$ cat config.mk
export PLATFORM = sky130hd
export DESIGN_NAME = pipeline_hazard_ctrl
export DESIGN_NICKNAME = d
export VERILOG_FILES = /design/src/rtl/pipeline_hazard_ctrl.sv
export SDC_FILE = /design/constraint.sdc
export NUM_CORES = 1
export LEC_CHECK = 0
export ABC_AREA = 0
export CELL_PAD_IN_SITES_DETAIL_PLACEMENT = 1
export CELL_PAD_IN_SITES_GLOBAL_PLACEMENT = 2
export CORE_MARGIN = 4
export CORE_UTILIZATION = 31
export CTS_CLUSTER_SIZE = 10
export DETAILED_ROUTE_END_ITERATION = 7
export PLACE_DENSITY = 0.94
export SLEW_MARGIN = 30
export SYNTH_ARGS = -nofsm -noshare
export SYNTH_HDL_FRONTEND = slang
export SYNTH_SLANG_ARGS = --single-unit
$ cat constraint.sdc
create_clock -name i_clock -period 5 [get_ports i_clock]
set_clock_uncertainty 0.2 [all_clocks]
set_input_delay 1 -clock i_clock [delete_from_list [all_inputs] [get_ports i_clock]]
set_output_delay 1 -clock i_clock [all_outputs]
set_load 0.02 [all_outputs]
$ cat src/rtl/pipeline_hazard_ctrl.sv
// ---------------------------------------------------------------------------
// pipeline_hazard_ctrl
//
// Sequencing and hazard controller for the 5-stage pipeline.
// A run/step/drain/halt FSM, commanded by the debug unit, decides when the
// pipeline may advance (o_pipe_en). While it advances, combinational hazard
// logic resolves load-use stalls against ID_EX and flushes on a taken branch
// resolved in MEM. A saturating counter records the number of cycles in
// which the pipeline advanced.
//
// Ports:
//   i_clock, i_reset_n     clock, asynchronous active-low reset
//   i_run, i_step          debug commands (continuous run / single step)
//   i_ID_rs, i_ID_rt       source registers of the instruction in ID
//   i_EX_rt                destination (rt) of the instruction in ID_EX
//   i_EX_mem_read          ID_EX instruction is a load
//   i_MEM_branch_taken     branch in MEM resolved taken
//   i_ID_halt              instruction in ID is HALT
//   o_pipe_en              global enable for stage registers and PC
//   o_pc_write             PC load enable
//   o_IF_ID_write          IF_ID load enable
//   o_IF_ID_flush          IF_ID loads NOP
//   o_ID_EX_bubble         ID_EX control fields load zero
//   o_EX_MEM_flush         EX_MEM control fields load zero
//   o_halted               program finished (registered)
//   o_cycle_count          number of cycles with o_pipe_en=1 (saturating)
// ---------------------------------------------------------------------------
module pipeline_hazard_ctrl #(
  parameter int NB_REG       = 5,
  parameter int NB_CNT       = 32,
  parameter int DRAIN_CYCLES = 4
) (
  input  logic              i_clock,
  input  logic              i_reset_n,
  input  logic              i_run,
  input  logic              i_step,
  input  logic [NB_REG-1:0] i_ID_rs,
  input  logic [NB_REG-1:0] i_ID_rt,
  input  logic [NB_REG-1:0] i_EX_rt,
  input  logic              i_EX_mem_read,
  input  logic              i_MEM_branch_taken,
  input  logic              i_ID_halt,
  output logic              o_pipe_en,
  output logic              o_pc_write,
  output logic              o_IF_ID_write,
  output logic              o_IF_ID_flush,
  output logic              o_ID_EX_bubble,
  output logic              o_EX_MEM_flush,
  output logic              o_halted,
  output logic [NB_CNT-1:0] o_cycle_count
);

  localparam int DCW = (DRAIN_CYCLES > 1) ? $clog2(DRAIN_CYCLES) : 1;
  localparam logic [DCW-1:0] DRAIN_LOAD = DCW'(DRAIN_CYCLES - 1);

  typedef enum logic [2:0] {
    S_IDLE,
    S_RUN,
    S_STEP,
    S_DRAIN,
    S_HALTED
  } state_t;

  state_t            state_q, state_d;
  logic [DCW-1:0]    drain_q, drain_d;
  logic              halted_q, halted_d;
  logic [NB_CNT-1:0] cnt_q, cnt_d;

  logic load_use;
  logic branch;
  logic halt_accept;
  logic pipe_en;

  // Hazard detection, independent of FSM state; gated by pipe_en below.
  always_comb begin
    load_use    = i_EX_mem_read && (i_EX_rt != '0) &&
                  ((i_EX_rt == i_ID_rs) || (i_EX_rt == i_ID_rt));
    branch      = i_MEM_branch_taken;
    // A HALT that is stalled or sits in a taken-branch shadow is not taken.
    halt_accept = i_ID_halt && !load_use && !branch;
  end

  // State register and datapath registers
  always_ff @(posedge i_clock or negedge i_reset_n) begin
    if (!i_reset_n) begin
      state_q  <= S_IDLE;
      drain_q  <= '0;
      halted_q <= 1'b0;
      cnt_q    <= '0;
    end else begin
      state_q  <= state_d;
      drain_q  <= drain_d;
      halted_q <= halted_d;
      cnt_q    <= cnt_d;
    end
  end

  // Next-state logic
  always_comb begin
    state_d = state_q;
    drain_d = drain_q;
    unique case (state_q)
      S_IDLE: begin
        if (i_run)       state_d = S_RUN;
        else if (i_step) state_d = S_STEP;
      end
      S_RUN: begin
        if (halt_accept) begin
          state_d = S_DRAIN;
          drain_d = DRAIN_LOAD;
        end else if (!i_run) begin
          state_d = S_IDLE;
        end
      end
      S_STEP: begin
        if (halt_accept) begin
          state_d = S_DRAIN;
          drain_d = DRAIN_LOAD;
        end else begin
          state_d = S_IDLE;
        end
      end
      S_DRAIN: begin
        if (drain_q == '0) state_d = S_HALTED;
        else               drain_d = drain_q - 1'b1;
      end
      S_HALTED: state_d = S_HALTED;
      default:  state_d = S_IDLE;
    endcase
  end

  // Halted flag and saturating advance counter
  always_comb begin
    halted_d = (state_d == S_HALTED);
    cnt_d    = cnt_q;
    if (pipe_en && (cnt_q != '1)) cnt_d = cnt_q + 1'b1;
  end

  // Output logic: Moore enable from state, Mealy hazard controls
  always_comb begin
    pipe_en        = (state_q == S_RUN) || (state_q == S_STEP) || (state_q == S_DRAIN);
    o_pc_write     = 1'b0;
    o_IF_ID_write  = 1'b0;
    o_IF_ID_flush  = 1'b0;
    o_ID_EX_bubble = 1'b0;
    o_EX_MEM_flush = 1'b0;
    if (pipe_en) begin
      if (branch) begin
        // Flush path: IF_ID must be written so that it captures the NOP.
        o_pc_write     = 1'b1;
        o_IF_ID_write  = 1'b1;
        o_IF_ID_flush  = 1'b1;
        o_ID_EX_bubble = 1'b1;
        o_EX_MEM_flush = 1'b1;
      end else if (load_use) begin
        o_ID_EX_bubble = 1'b1;
      end else begin
        o_pc_write     = 1'b1;
        o_IF_ID_write  = 1'b1;
      end
      // While draining, fetch is frozen and only NOPs enter IF_ID so the
      // instructions already past ID retire.
      if (state_q == S_DRAIN) begin
        o_pc_write    = 1'b0;
        o_IF_ID_flush = 1'b1;
      end
    end
  end

  assign o_pipe_en     = pipe_en;
  assign o_halted      = halted_q;
  assign o_cycle_count = cnt_q;

endmodule

Yosys cells after proc, flatten, opt, wreduce, memory -nomap -nowiden
Index checks and enable logic that the tools add are counted.
{"block": "word_totals", "regBits": 38, "output_inout_bits": 39}
{"block": "op_classes", "mux": 22, "eq_ne": 10, "n_reduce_logical": 16, "n_addsub": 2}
{"op": "32-bit by 1-bit adder with 32-bit output (second input constant)", "n": 1}
{"op": "32-bit != test (second input constant)", "n": 1}
{"op": "3-bit 2-to-1 mux", "n": 5}
{"op": "3-bit one-hot mux with 5 select lines", "n": 1}
{"op": "1-bit 2-to-1 mux", "n": 12}
{"op": "5-bit == test", "n": 2}
{"op": "3-bit by 2-bit == test with 1-bit output (second input constant)", "n": 2}
{"op": "3-bit == test (second input constant)", "n": 2}
{"op": "2-bit 2-to-1 mux", "n": 3}
{"op": "1-bit logical AND", "n": 5}
{"op": "5-bit nonzero test", "n": 1}
{"op": "2-bit one-hot mux with 2 select lines", "n": 1}
{"op": "3-bit by 1-bit == test with 1-bit output (second input constant)", "n": 1}
{"op": "3-bit zero test", "n": 1}
{"op": "1-bit logical OR", "n": 3}
{"op": "3-bit AND reduction", "n": 1}
{"op": "1-bit zero test", "n": 2}
{"op": "2-bit zero test", "n": 1}
{"op": "2-bit by 1-bit != test with 1-bit output (second input constant)", "n": 1}
{"op": "2-bit != test (second input constant)", "n": 1}
{"op": "2-bit nonzero test", "n": 1}
{"op": "2-bit OR reduction", "n": 1}
{"op": "2-bit by 1-bit subtractor with 2-bit output (second input constant)", "n": 1}

Longest topological paths before layout
Gate-level depths: netlist (run 1).
{"block": "logic_depth", "ltp_word": 9, "mapped_depth": 6, "depth_no_buf": 5}

Least setup slack after synthesis (run 1)
Ideal clock, no wire load.
{"block": "synth_timing", "kind": "input port to output port", "from": "input i_EX_rt[1]", "to": "output o_IF_ID_write", "required_ns": 3.800, "arrival_ns": 2.149, "path_buffers": 0, "slack_ns": 1.651, "cell_stages": 4, "cell_sequence": "or4_1 o21ai_0 nor2_1 a21oi_1"}
{"block": "synth_via", "elab_chain_cells": 6, "word_cells_on_any_way": 9}
{"element": "start: declaration", "line": "39", "rtl": "input logic [NB_REG-1:0] i_EX_rt,"}
{"element": "5-bit == test / 5-bit nonzero test (equally long branches)", "line": "77, 76"}
{"element": "1-bit logical OR / 1-bit logical AND (equally long branches)", "line": "77, 76"}
{"element": "1-bit logical AND (*)", "line": "76", "rtl": "load_use = i_EX_mem_read && (i_EX_rt != '0) &&"}
{"element": "1-bit 2-to-1 mux (*)", "line": "155", "rtl": "end else if (load_use) begin"}
{"element": "1-bit 2-to-1 mux (*)", "line": "148", "rtl": "if (branch) begin"}
{"element": "1-bit 2-to-1 mux (*)", "line": "147", "rtl": "if (pipe_en) begin"}
{"element": "end: declaration", "line": "45", "rtl": "output logic o_IF_ID_write,"}
Mark *: on every way between the ends. The rest lies on a longest branch, timed or not.

Final worst setup path (run 1)
{"block": "layout_timing", "from": "input i_EX_rt[2]", "to": "output o_pc_write"}
{"block": "layout_via", "elab_chain_cells": 7, "word_cells_on_any_way": 10}
{"element": "5-bit == test / 5-bit nonzero test (equally long branches)", "line": "77, 76"}
{"element": "1-bit logical OR / 1-bit logical AND (equally long branches)", "line": "77, 76"}
{"element": "1-bit logical AND (*)", "line": "76"}
{"element": "1-bit 2-to-1 mux (*)", "line": "155"}
{"element": "1-bit 2-to-1 mux (*)", "line": "148"}
{"element": "1-bit 2-to-1 mux (*)", "line": "163", "rtl": "if (state_q == S_DRAIN) begin"}
{"element": "1-bit 2-to-1 mux (*)", "line": "147"}
{"element": "end: declaration", "line": "44", "rtl": "output logic o_pc_write,"}
Marked as above.

==> impl_metrics.json, run 1 <==
{
  "status": "completed",
  "seq_power_share": 0.390,
  "die_width_um": 89.6,
  "die-area_um2": 8020,
  "grt_use_total": 0.138,
  "seq_area_frac_synth": 0.461,
  "hold_viol_final": 0,
  "cts_sinks": 38,
  "whs_path_depth": 1,
  "cts_tree": "done",
  "drive_above_1_share": 0.0669,
  "worst_pin_slew_ps": 735,
  "holdCritStartpoint": "o_cycle_count[9]$_DFFE_PN0P_",
  "grt_pass1_vias": 1803,
  "num_vias": 1747,
  "setup_viol_count_final": 0,
  "grt_pass1_wl_um": 8650,
  "reg2reg_to": "o_cycle_count[1]$_DFFE_PN0P_",
  "postCtsResizedCells": 0,
  "final_common_cell": "clkdlybuf4s50_1",
  "r2r_cells": 5,
  "ys_types": 34,
  "r2r_setup_slack_ps": 2330,
  "cts.reportedPaths.clkPinSlew_ps": 70,
  "clk_latency_ps": 290,
  "viasPerCell": 5.05,
  "clock_power_share": 0.207,
  "dr.pass1.iters": 4,
  "synth_area_per_cell_um2": 10.1,
  "ctsRootBufferMaster": "clkbuf_8",
  "crit_type": "in2out",
  "finalCriticalPeriod_ps": 4300,
  "holdBufCountCts": 0,
  "worstPathMaxFanout": 3,
  "io_buffers": 60,
  "cts_made_buffers": 5,
  "worst_setup_path_start_kind": "input port",
  "cts_buffer_depth": 2,
  "tns_ps": 0,
  "crit_arrival_ps": 3100,
  "num_antenna_cells": 0,
  "cp_data_required_time_ps": 3800,
  "relSlewSlack": 0.509,
  "cts_setup_buffers": 0,
  "syn_area_um2": 2060,
  "ir_worst_vdd_mv": 0.292,
  "fin_util": 0.441,
  "reg2reg_from": "o_cycle_count[7]$_DFFE_PN0P_",
  "final_cell_mix": "clkdlybuf4s50_1 (59), dfrtp_1 (38), xnor2_1 (22)",
  "p_sw_frac": 0.376,
  "grt_max_degree": 39,
  "drv_cap": 0,
  "synth-seq-cells": 38,
  "drt_iter0_drc": 55,
  "combPwrFrac": 0.403,
  "p_leak_nw": 1.16,
  "grt-ovfl-total": 0,
  "antenna_found_initial": 0,
  "place_congestion": 0.773,
  "holdPathEnd": "o_cycle_count[9]$_DFFE_PN0P_",
  "ys_warn_count": 0,
  "end_kind": "output pin",
  "p_switching_uw": 394,
  "max_clock_freq_mhz": 233,
  "start_util": 0.323,
  "final_nets": 292,
  "drt-wirelength-per-cell_um": 15.0,
  "internal_power_uw": 654,
  "dp_hpwl_um": 4020,
  "drv_slew": 0,
  "syn_inst": 205,
  "io_pins": 61,
  "holdCritPathClass": "reg2reg",
  "drc_errors": 0,
  "rsz0062_at_grt": "false",
  "core-area_um2": 6390,
  "wl_um": 5180,
  "fin_crit_sh": 0.859,
  "areaGrowthSynthToFinish_pct": 36.6,
  "h-tree-depth": 2,
  "die_h_um": 89.6,
  "ant_nets": 0,
  "power-per-cell-area_nw_per_um2": 372,
  "synth_nets": 229,
  "rows": 29
}
==> synthesized netlist by cell type <==
cell type / n / area share
nor2_1: 16 / 0.029
a22oi_1: 2 / 0.0073
nand2_1: 13 / 0.024
buf_2: 1 / 0.0024
xor2_1: 18 / 0.076
buf_6: 2 / 0.011
nor3b_1: 1 / 0.0036
nand4_1: 15 / 0.046
o21ai_0: 6 / 0.015
or4_4: 2 / 0.011
xnor2_1: 22 / 0.093
nor3_1: 9 / 0.022
and4bb_2: 1 / 0.0061
and2b_1: 1 / 0.0036
a22o_1: 2 / 0.0085
nor4_4: 1 / 0.010
or2_2: 1 / 0.0030
nand2b_1: 1 / 0.0030
clkbuf_1: 1 / 0.0018
a21oi_1: 5 / 0.012
a31oi_1: 1 / 0.0030
nand3_2: 2 / 0.0097
nor4_1: 3 / 0.0091
o21a_1: 1 / 0.0036
dfrtp_1: 38 / 0.46
ha_1: 2 / 0.012
nor4b_1: 1 / 0.0042
and4_1: 3 / 0.013
nand3_1: 15 / 0.036
inv_1: 6 / 0.011
o21bai_1: 1 / 0.0036
mux2_2: 3 / 0.016
and3_1: 7 / 0.021
or4_1: 2 / 0.0073
==> power by group through the flow <==
stage          Combinational [mW]  Clock, mW  Sequential (mW)
3_5_place_dp                0.429          0            0.417
2_1_floorplan               0.216          0            0.434
3_3_place_gp                0.419          0            0.414
5_1_grt                     0.465      0.240            0.422
6_report                    0.422      0.217            0.409
4_1_cts                     0.431      0.228            0.412
==> worst max-delay path by stage <==
stage          slack, ps        from       endpoint
6_report             700  i_EX_rt[2]     o_pc_write
5_1_grt              520  i_EX_rt[1]     o_pc_write
4_1_cts              680  i_EX_rt[1]  o_IF_ID_write
3_5_place_dp         680  i_EX_rt[1]  o_IF_ID_write
3_3_place_gp         720  i_EX_rt[1]  o_IF_ID_write
2_1_floorplan       1650  i_EX_rt[1]  o_IF_ID_write
==> registers in the layout, indices dropped and copies added (netlist names) <==
| name | flops |
|---|---|
| o_cycle_count | 32 |
| state_q | 3 |
| o_halted | 1 |
| drain_q | 2 |
==> stage by stage <==
| stage | std cells | power, mW | instance area, um2 | hold WS [ps] | setup slack [ps] |
|---|---|---|---|---|---|
| finish | 346 | 1.05 | 2820 | 288 | 703 |
| global route | 346 | 1.13 | 2820 | 334 | 523 |
| CTS | 346 | 1.07 | 2810 | 299 | 682 |
| detailed placement | 338 | 0.846 | 2720 | 289 | 675 |
| global placement | 338 | 0.832 | 2720 | 290 | 721 |
| floorplan | 205 | 0.651 | 2060 | 319 | 1650 |
==> area by class of cell <==
type / instances / area, um2
multi-input combinational: 157 / 1060
tap: 77 / 96.3
clock buffer: 7 / 86.3
sequential: 38 / 951
inverter: 6 / 22.5
fill: 733 / 3570
clock inverter: 1 / 5.00
timing repair buffer: 60 / 598
==> cell families after synthesis <==
logic type | Yosys count | share of synthesized area
xor gates and xnor gates | 40 | 0.170
adders and majority gates | 2 | 0.0121
buffers and inverters | 10 | 0.0261
muxes | 3 | 0.0164
DFF | 38 | 0.461
AOI/OAI and AO/OA | 18 | 0.0528
and+or+nand+nor | 94 | 0.262
==> critical path, stage by stage <==
cell	delay, ps
clkdlybuf4s50_1	470
or4_1	530
o21ai_0	200
nor2_1	100
a21oi_1	150
clkdlybuf4s50_1	620
==> layer usage <==
layer / track usage / vias to the layer above / wire length [um]
li1: - / 857 / -
met1: 0.176 / 835 / 2260
met2: 0.227 / 51 / 2470
met3: 0.0488 / 4 / 416
met4: 0.0284 / 0 / 34
met5: 0 / - / 0
Note: power is estimated with default switching activity, not from simulation.
==> run 2: changes to the inputs <==
--- a/config.mk
+++ b/config.mk
@@ -6,9 +6,10 @@
 export NUM_CORES = 1
 export LEC_CHECK = 0
 export ABC_AREA = 0
+export ABC_CLOCK_PERIOD_IN_PS = 5000
 export CELL_PAD_IN_SITES_DETAIL_PLACEMENT = 1
 export CELL_PAD_IN_SITES_GLOBAL_PLACEMENT = 2
-export CORE_MARGIN = 4
+export CORE_MARGIN = 2
 export CORE_UTILIZATION = 31
 export CTS_CLUSTER_SIZE = 10
 export DETAILED_ROUTE_END_ITERATION = 7
==> impl_metrics.json, run 2 (synthesized netlist as in run 1, its figures left out) <==
{
  "final_cell_mix": "clkdlybuf4s50_1 (59), dfrtp_1 (38), xnor2_1 (22)",
  "drc_errors": 0,
  "holdCritPathClass": "reg2reg",
  "grt-ovfl-total": 0,
  "grt_pass1_wl_um": 8760,
  "worst_setup_path_start_kind": "input port",
  "ant_nets": 0,
  "wl_um": 5330,
  "placed_area_um2": 2720,
  "nFillCells": 725,
  "cts.reportedPaths.clkPinSlew_ps": 70,
  "fin_area_um2": 2820,
  "holdBufCountCts": 0,
  "hold_viol_final": 0,
  "p_leak_nw": 1.16,
  "route.top_layer_used": "met4",
  "largest_reg_flops": 32,
  "drv_cap": 0,
  "holdWs_ps": 301,
  "cts_made_buffers": 5,
  "die-area_um2": 7320,
  "pre_cts_ws_ps": 698,
  "met2_length_um": 2550,
  "drt_iter0_drc": 57,
  "end_kind": "output pin",
  "num_vias": 1782,
  "status": "completed",
  "worstPathMaxFanout": 3,
  "io_buffers": 60,
  "cp_data_required_time_ps": 3800,
  "areaGrowthSynthToFinish_pct": 36.6,
  "cts_buffer_depth": 2,
  "start_util": 0.323,
  "multi_input_comb_area_um2": 1060,
  "max_clock_freq_mhz": 232,
  "tns_ps": 0,
  "cp_num_buf_inv": 2,
  "io_pins": 61,
  "cts_sinks": 38,
  "h-tree-depth": 2,
  "die_h_um": 85.6,
  "dr.pass1.iters": 4,
  "wl_met3_um": 361,
  "grt_pass1_vias": 1842,
  "dp_hpwl_um": 4000,
  "crit_type": "in2out",
  "postCtsResizedCells": 0,
  "grt_use_total": 0.150,
  "cts_tree": "done",
  "finalCriticalPeriod_ps": 4310,
  "final_common_cell": "clkdlybuf4s50_1",
  "die_width_um": 85.6,
  "worst_pin_slew_ps": 788,
  "setup_ws_ps": 695,
  "slowest_delay_ps": 630,
  "seq_area_um2": 951,
  "relSlewSlack": 0.474,
  "crit_arrival_ps": 3110,
  "final_nets": 292,
  "cts_setup_buffers": 0,
  "fin_crit_sh": 0.861,
  "power-per-cell-area_nw_per_um2": 373,
  "num_antenna_cells": 0,
  "drive_above_1_share": 0.0669,
  "drt-wirelength-per-cell_um": 15.4,
  "antenna_found_initial": 0,
  "clk_latency_ps": 290,
  "crit_top_cell": "clkdlybuf4s50_1",
  "slowest_stage": "clkdlybuf4s50_1",
  "drv_slew": 0,
  "ir_worst_vdd_mv": 0.264,
  "path_delay_family": "buffers and inverters",
  "crit_chain": "clkdlybuf4s50_1, or4_1, o21ai_0, nor2_1, a21oi_1, clkdlybuf4s50_1",
  "ctsRootBufferMaster": "clkbuf_8",
  "grt_max_degree": 39,
  "r2r_setup_slack_ps": 2290,
  "core-area_um2": 6390,
  "wl_met1_um": 2360,
  "fin_util": 0.441,
  "setup_viol_count_final": 0,
  "rows": 29,
  "viasPerCell": 5.15,
  "rsz0062_at_grt": "false",
  "place_congestion": 0.759
}
[run 2: cell counts in the layout (fill, tap and decap cells not counted)]
Identical to the previous run, type by type.
[run 2: per-layer routing]
layer / up-vias / track usage
li1: 857 / -
met1: 869 / 0.185
met2: 49 / 0.248
met3: 7 / 0.0520
met4: 0 / 0.0476
met5: - / 0
[run 2: per-stage QoR]
stage | std cells | power [mW]
3_3_place_gp | 338 | 0.829
2_1_floorplan | 205 | 0.651
6_report | 346 | 1.05
5_1_grt | 346 | 1.11
3_5_place_dp | 338 | 0.843
4_1_cts | 346 | 1.07
[run 2: layout make-up]
type,instances,share of cell area
timing repair buffer,60,0.212
inverter,6,0.00800
clock buffer,7,0.0307
clock inverter,1,0.00178
multi-input combinational,157,0.375
sequential,38,0.338
tap,77,0.0342
[run 2: path summary, 6_finish.rpt]
path	from	endpoint	depth (start not counted)
worst max-delay path	i_EX_rt[1]	o_IF_ID_write	6
worst min-delay path	o_cycle_count[28]$_DFFE_PN0P_	o_cycle_count[28]$_DFFE_PN0P_	1
worst max register to register	o_cycle_count[7]$_DFFE_PN0P_	o_cycle_count[1]$_DFFE_PN0P_	5
worst min register to register	o_cycle_count[28]$_DFFE_PN0P_	o_cycle_count[28]$_DFFE_PN0P_	1
max in group asynchronous	i_reset_n	o_cycle_count[11]$_DFFE_PN0P_	1
min in group asynchronous	i_reset_n	o_cycle_count[23]$_DFFE_PN0P_	1
[run 2: report_power, final]
part / leakage [nW] / switching [mW] / internal (mW)
Clock: 0.0482 / 0.106 / 0.111
Sequential: 0.507 / 0.0578 / 0.352
Combinational: 0.609 / 0.231 / 0.191
Total: 1.16 / 0.396 / 0.655
